===== config.mk =====
export PLATFORM = sky130hd
export DESIGN_NAME = fm3_stream_out
export DESIGN_NICKNAME = d
export VERILOG_FILES = /design/src/rtl/lenet_pkg.sv /design/src/rtl/fm3_argmax_tracker.sv /design/src/rtl/fm3_stream_out.sv
export SDC_FILE = /design/constraint.sdc
export NUM_CORES = 1
export LEC_CHECK = 0
export BUFFER_PORTS_ARGS = -buffer_cell sky130_fd_sc_hd__buf_2
export CAP_MARGIN = 30
export CORE_ASPECT_RATIO = 0.9
export CORE_MARGIN = 2
export CORE_UTILIZATION = 30
export DETAILED_ROUTE_END_ITERATION = 7
export PLACE_DENSITY = 0.5
export SYNTH_ARGS = -nofsm -noshare
export SYNTH_HDL_FRONTEND = slang
export SYNTH_HIERARCHICAL = 1
export SYNTH_SLANG_ARGS = --single-unit

===== constraint.sdc =====
create_clock -name clk -period 35 [get_ports clk]
set_input_delay 5.25 -clock clk [delete_from_list [all_inputs] [get_ports clk]]
set_output_delay 5.25 -clock clk [all_outputs]
set_load 0.05 [all_outputs]

===== src/rtl/lenet_pkg.sv =====
// Shared widths, score type and stream FSM states for the LeNet output stage.
package lenet_pkg;
  localparam int BITWIDTH    = 32;
  localparam int NUM_CLASSES = 10;
  localparam int CLS_IDX_W   = $clog2(NUM_CLASSES);

  typedef logic signed [BITWIDTH-1:0] score_t;

  typedef enum logic {IDLE, STREAM} fm3_state_e;
endpackage


===== src/rtl/fm3_argmax_tracker.sv =====
// Running signed maximum over the streamed class scores; ties keep the lowest index.
// Instantiated by fm3_stream_out only when FM3_ARGMAX_EN is defined.
module fm3_argmax_tracker #(
  parameter int W  = lenet_pkg::BITWIDTH,
  parameter int IW = lenet_pkg::CLS_IDX_W
) (
  input  logic                clk,
  input  logic                rst,
  input  logic                clear,
  input  logic                sample,
  input  logic [IW-1:0]       index,
  input  logic signed [W-1:0] value,
  input  logic                done,
  output logic                argmax_valid,
  output logic [IW-1:0]       argmax_index,
  output logic signed [W-1:0] argmax_value
);
  logic                r_valid;
  logic [IW-1:0]       r_max_idx;
  logic signed [W-1:0] r_max_val;
  logic                w_take;

  // Word 0 seeds the maximum; later words must be strictly greater to win.
  assign w_take = sample && ((index == '0) || (value > r_max_val));

  // NOTE: sequential state uses non-blocking assignments so every register
  // samples pre-edge values regardless of statement order.
  always_ff @(posedge clk) begin
    if (rst) begin
      r_valid   <= 1'b0;
      r_max_idx <= '0;
      r_max_val <= '0;
    end else begin
      r_valid <= done;
      if (clear) begin
        r_max_idx <= '0;
        r_max_val <= '0;
      end else if (w_take) begin
        r_max_idx <= index;
        r_max_val <= value;
      end
    end
  end

  assign argmax_valid = r_valid;
  assign argmax_index = r_max_idx;
  assign argmax_value = r_max_val;
endmodule


===== src/rtl/fm3_stream_out.sv =====
// Captures the conv-3 class-score vector in one cycle and streams it out index 0 first
// over valid/ready with a last flag. Define FM3_ARGMAX_EN to add the argmax_* outputs.
module fm3_stream_out #(
  parameter int bitwidth    = lenet_pkg::BITWIDTH,
  parameter int NUM_CLASSES = lenet_pkg::NUM_CLASSES
) (
  input  logic                                clk,
  input  logic                                rst,
  input  logic                                fm_valid,
  output logic                                fm_ready,
  input  logic signed [bitwidth-1:0]          featuremap3 [NUM_CLASSES-1:0],
  output logic                                m_valid,
  input  logic                                m_ready,
  output logic signed [bitwidth-1:0]          m_data,
  output logic [$clog2(NUM_CLASSES)-1:0]      m_index,
  output logic                                m_last,
  output logic                                busy
`ifdef FM3_ARGMAX_EN
  ,
  output logic                                argmax_valid,
  output logic [$clog2(NUM_CLASSES)-1:0]      argmax_index,
  output logic signed [bitwidth-1:0]          argmax_value
`endif
);
  import lenet_pkg::*;

  localparam int IDX_W = $clog2(NUM_CLASSES);
  localparam logic [IDX_W-1:0] LAST_IDX = IDX_W'(NUM_CLASSES - 1);

  fm3_state_e                r_state, w_state_nxt;
  logic signed [bitwidth-1:0] r_buf [NUM_CLASSES-1:0];
  logic [IDX_W-1:0]          r_idx;
  logic                      w_stream, w_capture, w_accept, w_last;

  assign w_stream  = (r_state == STREAM);
  assign w_capture = fm_valid && fm_ready;
  assign w_last    = w_stream && (r_idx == LAST_IDX);
  assign w_accept  = w_stream && m_ready;

  always_ff @(posedge clk) begin
    if (rst) r_state <= IDLE;
    else     r_state <= w_state_nxt;
  end

  // NOTE: default assigned first so no path through the case leaves the
  // next state unassigned, which would otherwise infer a latch.
  always_comb begin
    w_state_nxt = r_state;
    case (r_state)
      IDLE:    if (fm_valid)           w_state_nxt = STREAM;
      STREAM:  if (w_accept && w_last) w_state_nxt = IDLE;
      default:                         w_state_nxt = IDLE;
    endcase
  end

  // Index stops at the last word; it is reloaded on the next capture.
  always_ff @(posedge clk) begin
    if (rst)                       r_idx <= '0;
    else if (w_capture)            r_idx <= '0;
    else if (w_accept && !w_last)  r_idx <= r_idx + 1'b1;
  end

  // NOTE: the shadow buffer has no reset; its contents are only observable
  // in STREAM, which is reachable only through a capture that overwrites it.
  always_ff @(posedge clk) begin
    if (w_capture) begin
      for (int i = 0; i < NUM_CLASSES; i++) r_buf[i] <= featuremap3[i];
    end
  end

  assign fm_ready = !w_stream;
  assign busy     = w_stream;
  assign m_valid  = w_stream;
  assign m_data   = w_stream ? r_buf[r_idx] : '0;
  assign m_index  = w_stream ? r_idx : '0;
  assign m_last   = w_last;

`ifdef FM3_ARGMAX_EN
  fm3_argmax_tracker #(
    .W  (bitwidth),
    .IW (IDX_W)
  ) u_argmax (
    .clk          (clk),
    .rst          (rst),
    .clear        (w_capture),
    .sample       (w_accept),
    .index        (r_idx),
    .value        (r_buf[r_idx]),
    .done         (w_accept && w_last),
    .argmax_valid (argmax_valid),
    .argmax_index (argmax_index),
    .argmax_value (argmax_value)
  );
`endif
endmodule

==> results of run 1 <==
## cells by family (layout without fill, tap and decap cells)
group                    count (synthesis)  in the layout  synth area share
AND/OR/NAND/NOR                         26             26            0.0105
multiplexers                           161            161             0.125
flip-flops                             329            329             0.762
buffers and inverters                   48            449            0.0291
XOR/XNOR                                 2              2           0.00136
adder cells (fa/ha/maj)                  2              2           0.00195
AO/OA/AOI/OAI                          130            130            0.0699
other                                    0              3                 0
## placed cells by master (no fill, tap or decap), types with 2 or more instances in the layout
| cell type | n |
|---|---|
| buf_2 | 363 |
| edfxtp_1 | 320 |
| mux2i_1 | 160 |
| a22oi_1 | 64 |
| clkbuf_16 | 39 |
| a21oi_1 | 33 |
| a211oi_1 | 32 |
| nor2_1 | 10 |
| clkbuf_1 | 10 |
| buf_4 | 10 |
| clkinv_1 | 8 |
| dfxtp_1 | 7 |
| buf_16 | 6 |
| clkinv_2 | 4 |
| diode_2 | 3 |
| and2_1 | 3 |
| nor2b_4 | 3 |
| nand3_1 | 3 |
| xor2_1 | 2 |
| ha_1 | 2 |
| bufinv_16 | 2 |
## state kept, by name (all words and copies together), names as in the netlist, named ones only
| name | cells |
|---|---|
| r_idx | 4 |
| r_buf | 320 |
| busy | 1 |
## final cells by class
type | instances | area (sq um) | share of cell area
flip-flops and latches | 329 | 9790 | 0.595
diodes | 3 | 7.51 | 0.000456
clock buffers | 49 | 1010 | 0.0616
multi-input cells | 321 | 2720 | 0.165
inverters | 2 | 7.51 | 0.000456
repair buffers | 380 | 2080 | 0.126
clock inverters | 18 | 146 | 0.00890
well taps | 547 | 684 | 0.0416
## worst max-delay path, stage by stage, from the launching register on
cell and delay [ns]:
dfxtp_4 0.63, buf_16 0.30, buf_4 0.75, mux2i_1 0.23, a22oi_1 0.22, a21oi_1 0.10
a211oi_1 0.27, buf_2 0.32
## stage by stage
step | utilization | setup WS, ns | hold WS (ns)
3_5_place_dp | 0.362 | 26.58 | 0.583
5_1_grt | 0.391 | 26.11 | 0.637
3_3_place_gp | 0.359 | 26.49 | 0.574
2_1_floorplan | - | 14.25 | 0.523
6_report | 0.392 | 26.35 | 0.596
4_1_cts | 0.389 | 26.26 | 0.602
## where the power goes
group | leakage [uW] | internal (uW) | switching (uW)
sequential | 0.00312 | 458 | 6.47
clock | 0.000564 | 219 | 153
combinational | 0.00224 | 28.6 | 38.7
total | 0.00593 | 706 | 198
## metal layers
layer  up-vias  share of wire  GRT usage  wire length (microns)
met5         -         0.0053          0                    177
met4        28          0.021     0.0425                    695
met3        79          0.090     0.0544                   2990
met2       297           0.46      0.239                  15400
met1      3615           0.42      0.186                  14100
li1       3575              -          -                      -
## worst max-delay path by stage
stage | startpoint | end
after global routing | register | m_data[14]
after floorplan | fm_valid | register
final | register | m_data[9]
after global placement | register | m_data[22]
after detailed placement | fm_valid | r_buf[0][18]
after CTS | register | m_data[9]
## cells in the mapped netlist, types with 2 or more instances
master	number
a211oi_1	32
nor2_1	11
edfxtp_1	320
a22oi_1	64
buf_12	8
and2_1	4
ha_1	2
buf_2	6
buf_6	4
clkbuf_1	21
a21oi_1	33
dfxtp_1	9
mux2i_1	160
nand3_1	3
clkbuf_4	6
nor2b_1	3
xor2_1	2
==> results.txt, run 1 <==
status: completed
post-route ant nets: 0
startpoint types: register
clock skew: 0.0154 ns
Die Y-Extent: 200 microns
register bit total from synthesis: 329
register clock-pin slew on the reported worst setup and hold paths: 0.06 ns
share of layout cells above drive strength 1: 0.400
clk_lat worst skew: 0.54 ns
htree depth: 2
# setup viols final: 0
Crit. End Element: output port
Seq/Total Area, Yosys: 0.762
first-pass GRT wire length: 49300 microns
Crit Path Max Fanout: 47
GRT Util Overall: 0.148
worst min-delay path category: register to register
worst setup path class: register to output port
cells after synthesis: 698
wire length per cell: 20.2 microns
share of the synthesized area in the top cell type: 0.748
synthesized area: 12900 sq um
vias in the first global route: 8008
Power per Cell Area: 54.9 nW/um^2
Vias: 7594
Post-CTS Resized: 0
synth unique cells: 27
Design Area, Final: 16500 sq um
vias per cell: 4.61
Area contributors post-synth: edfxtp_1, mux2i_1, a22oi_1, a211oi_1, dfxtp_1
Layout fillers: 3947
core box area: 42000 sq um
dpl cells: 1576
Initial DRC Count: 464
EDFF count, synth: 320
Crit Reg-Reg Startpoint: busy
Detailed Route WL: 33400 microns
Post-Syn Area per Cell: 18.4 sq um
total I/O pin count: 364
Synth async-reset ratio: 0
Crit path required time: 29.75 ns
Hold Buf Count CTS: 0
flop2flop setup slack: 32.26 ns
Placed Area: 15200 sq um
largest net degree at the start of global routing: 79
CTS max path bufs: 3
Final Cycle Share: 0.247
Root Driver: clkbuf_16
Slew @ Worst Pin: 0.875 ns
Yosys top cell by area: edfxtp_1
RSZ-0062 raised after global routing: false
Yosys warning count: 6
syn nets: 1024
Power, Total: 904 uW
fmax: 116 MHz
min cycle time layout: 8.65 ns
post-DP HPWL: 22600 microns
Slew Limit Headroom: 0.416
# nets final: 1398
die area: 44500 sq um
CP Data Arrival Time: 3.40 ns
DIE WIDTH: 222 microns
CTS tree: done
worst hold path endpoint: r_idx[3]
clock sink count: 329
initial antenna violation count: 19
Sum Neg Setup Slack: 0 ns
Initial Util: 0.306
# rows: 71
I/O Buffers: 363
Hold Path Stages: 2
FF-to-FF End: r_buf[6][25]
min-delay src: r_idx[3]
CTS Buf Count: 38
Leakage: 0.00593 uW
gp weighted congestion: 0.744
count of final hold-check violations: 0
peak supply drop: 0.0409 mV
DR pass1 iterations: 5
Synth Flop Type: edfxtp_1
max_cap viols: 0
DR DRC count: 0
Area Growth Syn to Fin: 28.0%
Layout Cells excl Fill: 1649
GRT overflow: 0
Post-CTS Setup Inserts: 0
Final Max Tran Viols: 0
FF-to-FF path depth: 5
Note: power is estimated with default switching activity, not from simulation.
==> run 2, diff against run 1 <==
--- a/config.mk
+++ b/config.mk
@@ -11,7 +11,7 @@
 export CORE_MARGIN = 2
 export CORE_UTILIZATION = 30
 export DETAILED_ROUTE_END_ITERATION = 7
-export PLACE_DENSITY = 0.5
+export PLACE_DENSITY = 0.52
 export SYNTH_ARGS = -nofsm -noshare
 export SYNTH_HDL_FRONTEND = slang
 export SYNTH_HIERARCHICAL = 1
==> constraint.sdc (replaced) <==
create_clock -name clk -period 7.1 [get_ports clk]
set_input_delay 1.065 -clock clk [delete_from_list [all_inputs] [get_ports clk]]
set_output_delay 1.065 -clock clk [all_outputs]
set_load 0.05 [all_outputs]
==> run 2 against run 1 <==
Compared with the run above:
- design area down 1.1%
- via count up 0.34%
- clock power rose to 4.8 times the previous value
- hold slack worse by 0.0059 ns
==> results.txt, run 2 (synthesis results as in run 1) <==
clock sink count: 329 (unchanged)
Crit path required time: 6.03 ns (-23.72 ns)
post-route ant nets: 0 (unchanged)
GR Layer Usage met1: 0.193 (+0.00758)
crit path cell chain: buf_4 -> mux2i_1 -> a22oi_1 -> a21oi_1 -> a211oi_1 -> buf_2
post-DP HPWL: 22500 microns (-0.31%)
clk_lat worst skew: 0.53 ns (about the same)
GRT overflow: 0 (unchanged)
core box area: 42000 sq um (unchanged)
fmax: 235 MHz
GR Util met2: 0.235 (-0.00425)
Initial DRC Count: 519 (+12%)
Crit Path Max Fanout: 35 (-26%)
Design Area, Final: 16300 sq um (-1.1%)
max_cap viols: 0 (unchanged)
RSZ-0062 raised after global routing: false
Hold Buf Count CTS: 0 (unchanged)
gr busiest metal: met2
htree depth: 2 (unchanged)
# rows: 71 (unchanged)
Worst path slowest cell: dfxtp_4
CTS Buf Count: 37 (-2.6%)
count of final hold-check violations: 0 (unchanged)
vias in the first global route: 7822 (-2.3%)
Placed Area: 15200 sq um (-0.33%)
clock skew: 0.0112 ns (-0.00420 ns)
first-pass GRT wire length: 49100 microns (-0.28%)
DIE WIDTH: 222 microns (unchanged)
Final Max Tran Viols: 0 (unchanged)
DR pass1 iterations: 5 (unchanged)
GRT Util Overall: 0.149 (+0.000744)
Slew Limit Headroom: 0.277 (-0.140)
share of layout cells above drive strength 1: 0.397 (-0.00312)
Slew @ Worst Pin: 1.08 ns (+0.209 ns)
Initial Util: 0.306 (unchanged)
max FFs per register: 320 (unchanged)
Sum Neg Setup Slack: 0 ns (unchanged)
Final Cycle Share: 0.598
peak supply drop: 0.168 mV (+310%)
I/O Buffers: 363 (unchanged)
die area: 44500 sq um (unchanged)
Core Util, Final: 0.387 (-0.00444)
Post-CTS Resized: 0 (unchanged)
CTS max path bufs: 3 (unchanged)
Vias: 7620 (+0.34%)
most common cell after layout, fill and taps aside: buf_2
DR DRC count: 0 (unchanged)
initial antenna violation count: 14 (-5)
worst setup path class: register to output port
total I/O pin count: 364 (unchanged)
Area Growth Syn to Fin: 26.5%
CP Data Arrival Time: 3.18 ns (-0.22 ns)
Power per Cell Area: 271 nW/um^2 (+390%)
status: completed
Root Driver: clkbuf_16
worst min-delay path category: register to register
largest net degree at the start of global routing: 171 (+120%)
wire length per cell: 20.6 microns (+1.9%)
# nets final: 1392 (-0.43%)
CTS tree: done
Crit. End Element: output port
CP max stage delay: 0.63 ns (-0.12 ns)
gp weighted congestion: 0.756 (+1.5%)
commonest cells after routing, fill and taps aside: buf_2, edfxtp_1, mux2i_1, a22oi_1, clkbuf_16
register clock-pin slew on the reported worst setup and hold paths: 0.06 ns (about the same)
CP delay by family, top: buffers and inverters
Leakage: 0.00583 uW (-1.7%)
vias per cell: 4.64 (+0.77%)
grt met3 use: 0.0521 (-0.00235)
Largest Register: r_buf
Post-CTS Setup Inserts: 0 (unchanged)
startpoint types: register
Die Y-Extent: 200 microns (unchanged)
Crit path buffers/inverters: 2 (-1)
Detailed Route WL: 33900 microns (+1.5%)
# setup viols final: 0 (unchanged)
min cycle time layout: 4.25 ns
-- run 2: cell count changes in the layout (fill, tap and decap cells not counted), sizes merged --
cell / before / now
clkinvlp: 1 / 3
clkinv: 13 / 9
buf: 380 / 375
clkbuf: 49 / 48
inv: 4 / 3
diode: 3 / 5
-- run 2: path summary, 6_finish.rpt --
check / slack [ns] / end / start / cells after the start
max reg2reg: 4.66 / r_buf[6][16] / busy / 2
min: 0.59 / r_idx[3] / r_idx[3] / 2
min reg2reg: 0.59 / r_idx[3] / r_idx[3] / 2
max: 2.85 / m_data[21] / register / 6
-- run 2: where the power goes --
group          switching [uW]  leakage [uW]  internal [uW]
registers                30.7       0.00312           2260
logic                     190       0.00218            133
clock network             757      0.000526           1030
total                     978       0.00583           3430
-- run 2: tightest hold or removal path, stage by stage, from the launching register on --
cell and delay [ns]:
dfxtp_1 0.38, xor2_1 0.10, nor2_1 0.07
-- run 2: per-layer routing --
layer  up-vias  share of wire  wire (microns)
li1       3552              -               -
met1      3684           0.42           14400
met2       307           0.46           15600
met3        61          0.093            3150
met4        16          0.019             657
met5         -         0.0033             112
-- run 2: area by class of cell --
cell class                      instances  area, sq um
Timing Repair Buffer                  375         1940
Multi-Input combinational cell        321         2720
Clock buffer                           48          967
Clock inverter                         15          134
Sequential cell                       329         9790
Fill cell                            3979        25800
Tap cell                              547          684
Antenna cell                            5         12.5
Inverter                                2         7.51
-- run 2: metrics by stage --
stage               instances  power [uW]  hold slack (ns)  setup slack, ns
finish                   1642        4400            0.590             2.85
global route             1638        4580            0.639             2.76
CTS                      1637        4470            0.593             2.78
detailed placement       1574        2660            0.579             3.38
global placement         1573        2660            0.570             3.43
floorplan                 698        2530            0.523            0.426
==> run 3, diff against run 2 <==
--- a/config.mk
+++ b/config.mk
@@ -5,13 +5,14 @@
 export SDC_FILE = /design/constraint.sdc
 export NUM_CORES = 1
 export LEC_CHECK = 0
+export ABC_AREA = 1
 export BUFFER_PORTS_ARGS = -buffer_cell sky130_fd_sc_hd__buf_2
 export CAP_MARGIN = 30
 export CORE_ASPECT_RATIO = 0.9
 export CORE_MARGIN = 2
 export CORE_UTILIZATION = 30
 export DETAILED_ROUTE_END_ITERATION = 7
-export PLACE_DENSITY = 0.52
+export PLACE_DENSITY = 0.51
 export SYNTH_ARGS = -nofsm -noshare
 export SYNTH_HDL_FRONTEND = slang
 export SYNTH_HIERARCHICAL = 1
==> constraint.sdc (replaced) <==
create_clock -name clk -period 3.74 [get_ports clk]
set_input_delay 0.561 -clock clk [delete_from_list [all_inputs] [get_ports clk]]
set_output_delay 0.561 -clock clk [all_outputs]
set_load 0.05 [all_outputs]
==> run 3 against run 2 <==
Compared with the run above:
- hold slack lost 0.41 ns
- sequential power grew 90%
- critical path type unchanged
- via count is 37% higher
- design area grew 9.4%
- sequential share of layout area shrank 5.1 points
- area after synthesis increased by 9.4%
- sequential cell count unchanged
- global-route usage rose by 2.8 points
- highest routed layer unchanged
- clock skew is 0.0033 ns lower
- critical endpoint is now m_data[9]
==> results.txt, run 3 <==
# setup viols final: 0 (unchanged)
Yosys warning count: 6 (unchanged)
max FFs per register: 320 (unchanged)
Worst path slowest cell: dfxtp_2
Crit path required time: 3.18 ns (-2.85 ns)
Post-CTS Setup Inserts: 0 (unchanged)
Area Growth Syn to Fin: 26.5% (about the same)
Layout Cells excl Fill: 2354 (+43%)
Yosys top cell by area: edfxtp_1
GRT Util Overall: 0.177 (+0.0279)
DR DRC count: 0 (unchanged)
Vias: 10400 (+37%)
Critical Path End: m_data[9]
cells after synthesis: 1339 (+92%)
peak supply drop: 0.358 mV (+110%)
Crit path buffers/inverters: 2 (unchanged)
Slew Limit Headroom: 0.385 (+0.108)
FF-to-FF End: r_buf[1][5]
share of the synthesized area in the top cell type: 0.683 (-0.0644)
worst setup margin: 0.394 ns (-2.46 ns)
post-route ant nets: 0 (unchanged)
Int Power: 6730 uW (+96%)
Hold Path Stages: 1 (-1)
Synth Flop Type: edfxtp_1
Initial DRC Count: 954 (+84%)
DR pass1 iterations: 7 (+2)
Area contributors post-synth: edfxtp_1, nand2_1, nand3_1, inv_1, a21oi_1
FF-to-FF path depth: 3 (+1)
CTS tree: done
GRT overflow: 0 (unchanged)
commonest cells after routing, fill and taps aside: nand2_1, buf_2, edfxtp_1, inv_1, nand3_1
dpl cells: 2274 (+44%)
worst min-delay path category: input port to register
share of layout cells above drive strength 1: 0.260 (-0.137)
clock skew: 0.00789 ns (-0.00333 ns)
Crit. End Element: output port
synth unique cells: 18 (-33%)
worst setup path class: register to output port
wire length per cell: 18.5 microns (-10%)
top-count cell post-synth: nand2_1
RSZ-0062 raised after global routing: false
Initial Util: 0.303 (-0.00311)
Power per Cell Area: 496 nW/um^2 (+83%)
status: completed
Synth async-reset ratio: 0 (unchanged)
CTS Buf Count: 38 (+2.7%)
synthesized area: 14100 sq um (+9.4%)
largest net degree at the start of global routing: 134 (-22%)
Core Util, Final: 0.383 (-0.00412)
vias in the first global route: 10000 (+28%)
crit path cell chain: inv_2 -> nand3_1 -> nand2_1 -> a21oi_1 -> buf_2
Switching Fraction: 0.238 (+0.0158)
register clock-pin slew on the reported worst setup and hold paths: 0.06 ns (about the same)
clk_lat worst skew: 0.55 ns (+0.02 ns)
first-pass GRT wire length: 62800 microns (+28%)
Clk pwr share: 0.420 (+0.014)
die area: 48600 sq um (+9.2%)
CP delay by family, top: buffers and inverters
core box area: 46500 sq um (+11%)
Comb pwr share: 0.087 (+0.014)
CP Data Arrival Time: 2.79 ns (-0.39 ns)
Leakage: 0.00816 uW (+40%)
CP max stage delay: 0.73 ns (+0.10 ns)
Flop pwr share: 0.493 (-0.027)
Hold Buf Count CTS: 0 (unchanged)
post-DP HPWL: 30100 microns (+34%)
clock sink count: 329 (unchanged)
startpoint types: register
top cells by count, synth: nand2_1, edfxtp_1, inv_1
vias per cell: 4.43 (-4.6%)
Psw: 2100 uW (+110%)
syn nets: 1665 (+63%)
I/O Buffers: 363 (unchanged)
Final Max Tran Viols: 0 (unchanged)
Crit path depth: 5 (-1)
Detailed Route WL: 43600 microns (+29%)
EDFF count, synth: 320 (unchanged)
max_cap viols: 0 (unchanged)
CTS max path bufs: 3 (unchanged)
# rows: 75 (+5.6%)
Post-CTS Resized: 0 (unchanged)
Final Cycle Share: 0.895
Post-Syn Area per Cell: 10.5 sq um (-43%)
Die Y-Extent: 209 microns (+4.5%)
DIE WIDTH: 232 microns (+4.5%)
Crit Path Max Fanout: 32 (-8.6%)
flop2flop setup slack: 1.78 ns (-2.88 ns)
most common cell after layout, fill and taps aside: nand2_1
Slew @ Worst Pin: 0.922 ns (-0.163 ns)
Root Driver: clkbuf_16
Crit Reg-Reg Startpoint: busy
Layout fillers: 4673 (+17%)
min cycle time layout: 3.35 ns
total I/O pin count: 364 (unchanged)
register bit total from synthesis: 329 (unchanged)
Post-Place Worst Slack: 0.976 ns (-2.40 ns)
initial antenna violation count: 21 (+7)
count of final hold-check violations: 0 (unchanged)
Largest Register: r_buf
Seq/Total Area, Yosys: 0.696 (-0.0656)
# nets final: 2024 (+45%)
gp weighted congestion: 0.856 (+13%)
fmax: 299 MHz
htree depth: 2 (unchanged)
run 3: changes by cell type in the layout (fill, tap and decap cells not counted), sizes merged, moves of 4 or more:
| cell | before | now |
|---|---|---|
| nand2 | 0 | 396 |
| inv | 3 | 270 |
| nand3 | 3 | 225 |
| mux2i | 160 | 0 |
| a22oi | 64 | 0 |
| a211oi | 33 | 0 |
| clkinv | 9 | 22 |
| buf | 375 | 386 |
| a21oi | 33 | 41 |
| diode | 5 | 13 |
| nor2 | 11 | 4 |
| clkbuf | 48 | 43 |
| and2 | 4 | 0 |
run 3: metrics by stage:
stage	instance area [sq um]	TNS [ns]	hold WS, ns	total power (uW)
final	17800	0	0.182	8830
after global placement	16500	0	0.505	5200
after floorplan	14100	-654.56	0.489	4880
after detailed placement	16500	0	0.513	5210
after CTS	17800	0	0.143	8940
after global routing	17800	0	0.152	9170
run 3: how the worst min path moves through the flow:
stage	start	endpoint	slack, ns
global placement	r_idx[3]	register	0.51
CTS	featuremap3[88]	r_buf[2][24]	0.14
global route	featuremap3[30]	r_buf[0][30]	0.15
detailed placement	r_idx[3]	register	0.51
finish	featuremap3[30]	r_buf[0][30]	0.18
floorplan	r_idx[0]	register	0.49
run 3: logic make-up after synthesis:
group	Yosys count	synth area share
XOR/XNOR	2	0.00125
flip-flops	329	0.696
buffers and inverters	338	0.0986
adder cells (fa/ha/maj)	2	0.00178
AO/OA/AOI/OAI	43	0.0153
AND/OR/NAND/NOR	625	0.187
run 3: cell type report:
type                    instances  area (sq um)  area share
diodes                         13          32.5     0.00183
clock buffers                  43          1030      0.0581
clock inverters                24           183      0.0103
inverters                     271          1040      0.0582
multi-input cells             672          2900       0.163
flip-flops and latches        329          9800       0.551
well taps                     616           771      0.0433
repair buffers                386          2030       0.114
run 3: power by group through the flow:
stage	logic [uW]	clock network (uW)	registers, uW
6_report	768	3700	4360
5_1_grt	856	3940	4370
4_1_cts	778	3800	4360
3_5_place_dp	774	0	4430
3_3_place_gp	771	0	4430
2_1_floorplan	447	0	4430
run 3: metal layers:
layer / share of wire / GRT usage
met1: 0.45 / 0.249
met2: 0.43 / 0.257
met3: 0.083 / 0.0463
met4: 0.032 / 0.0729
met5: 0.0026 / 0
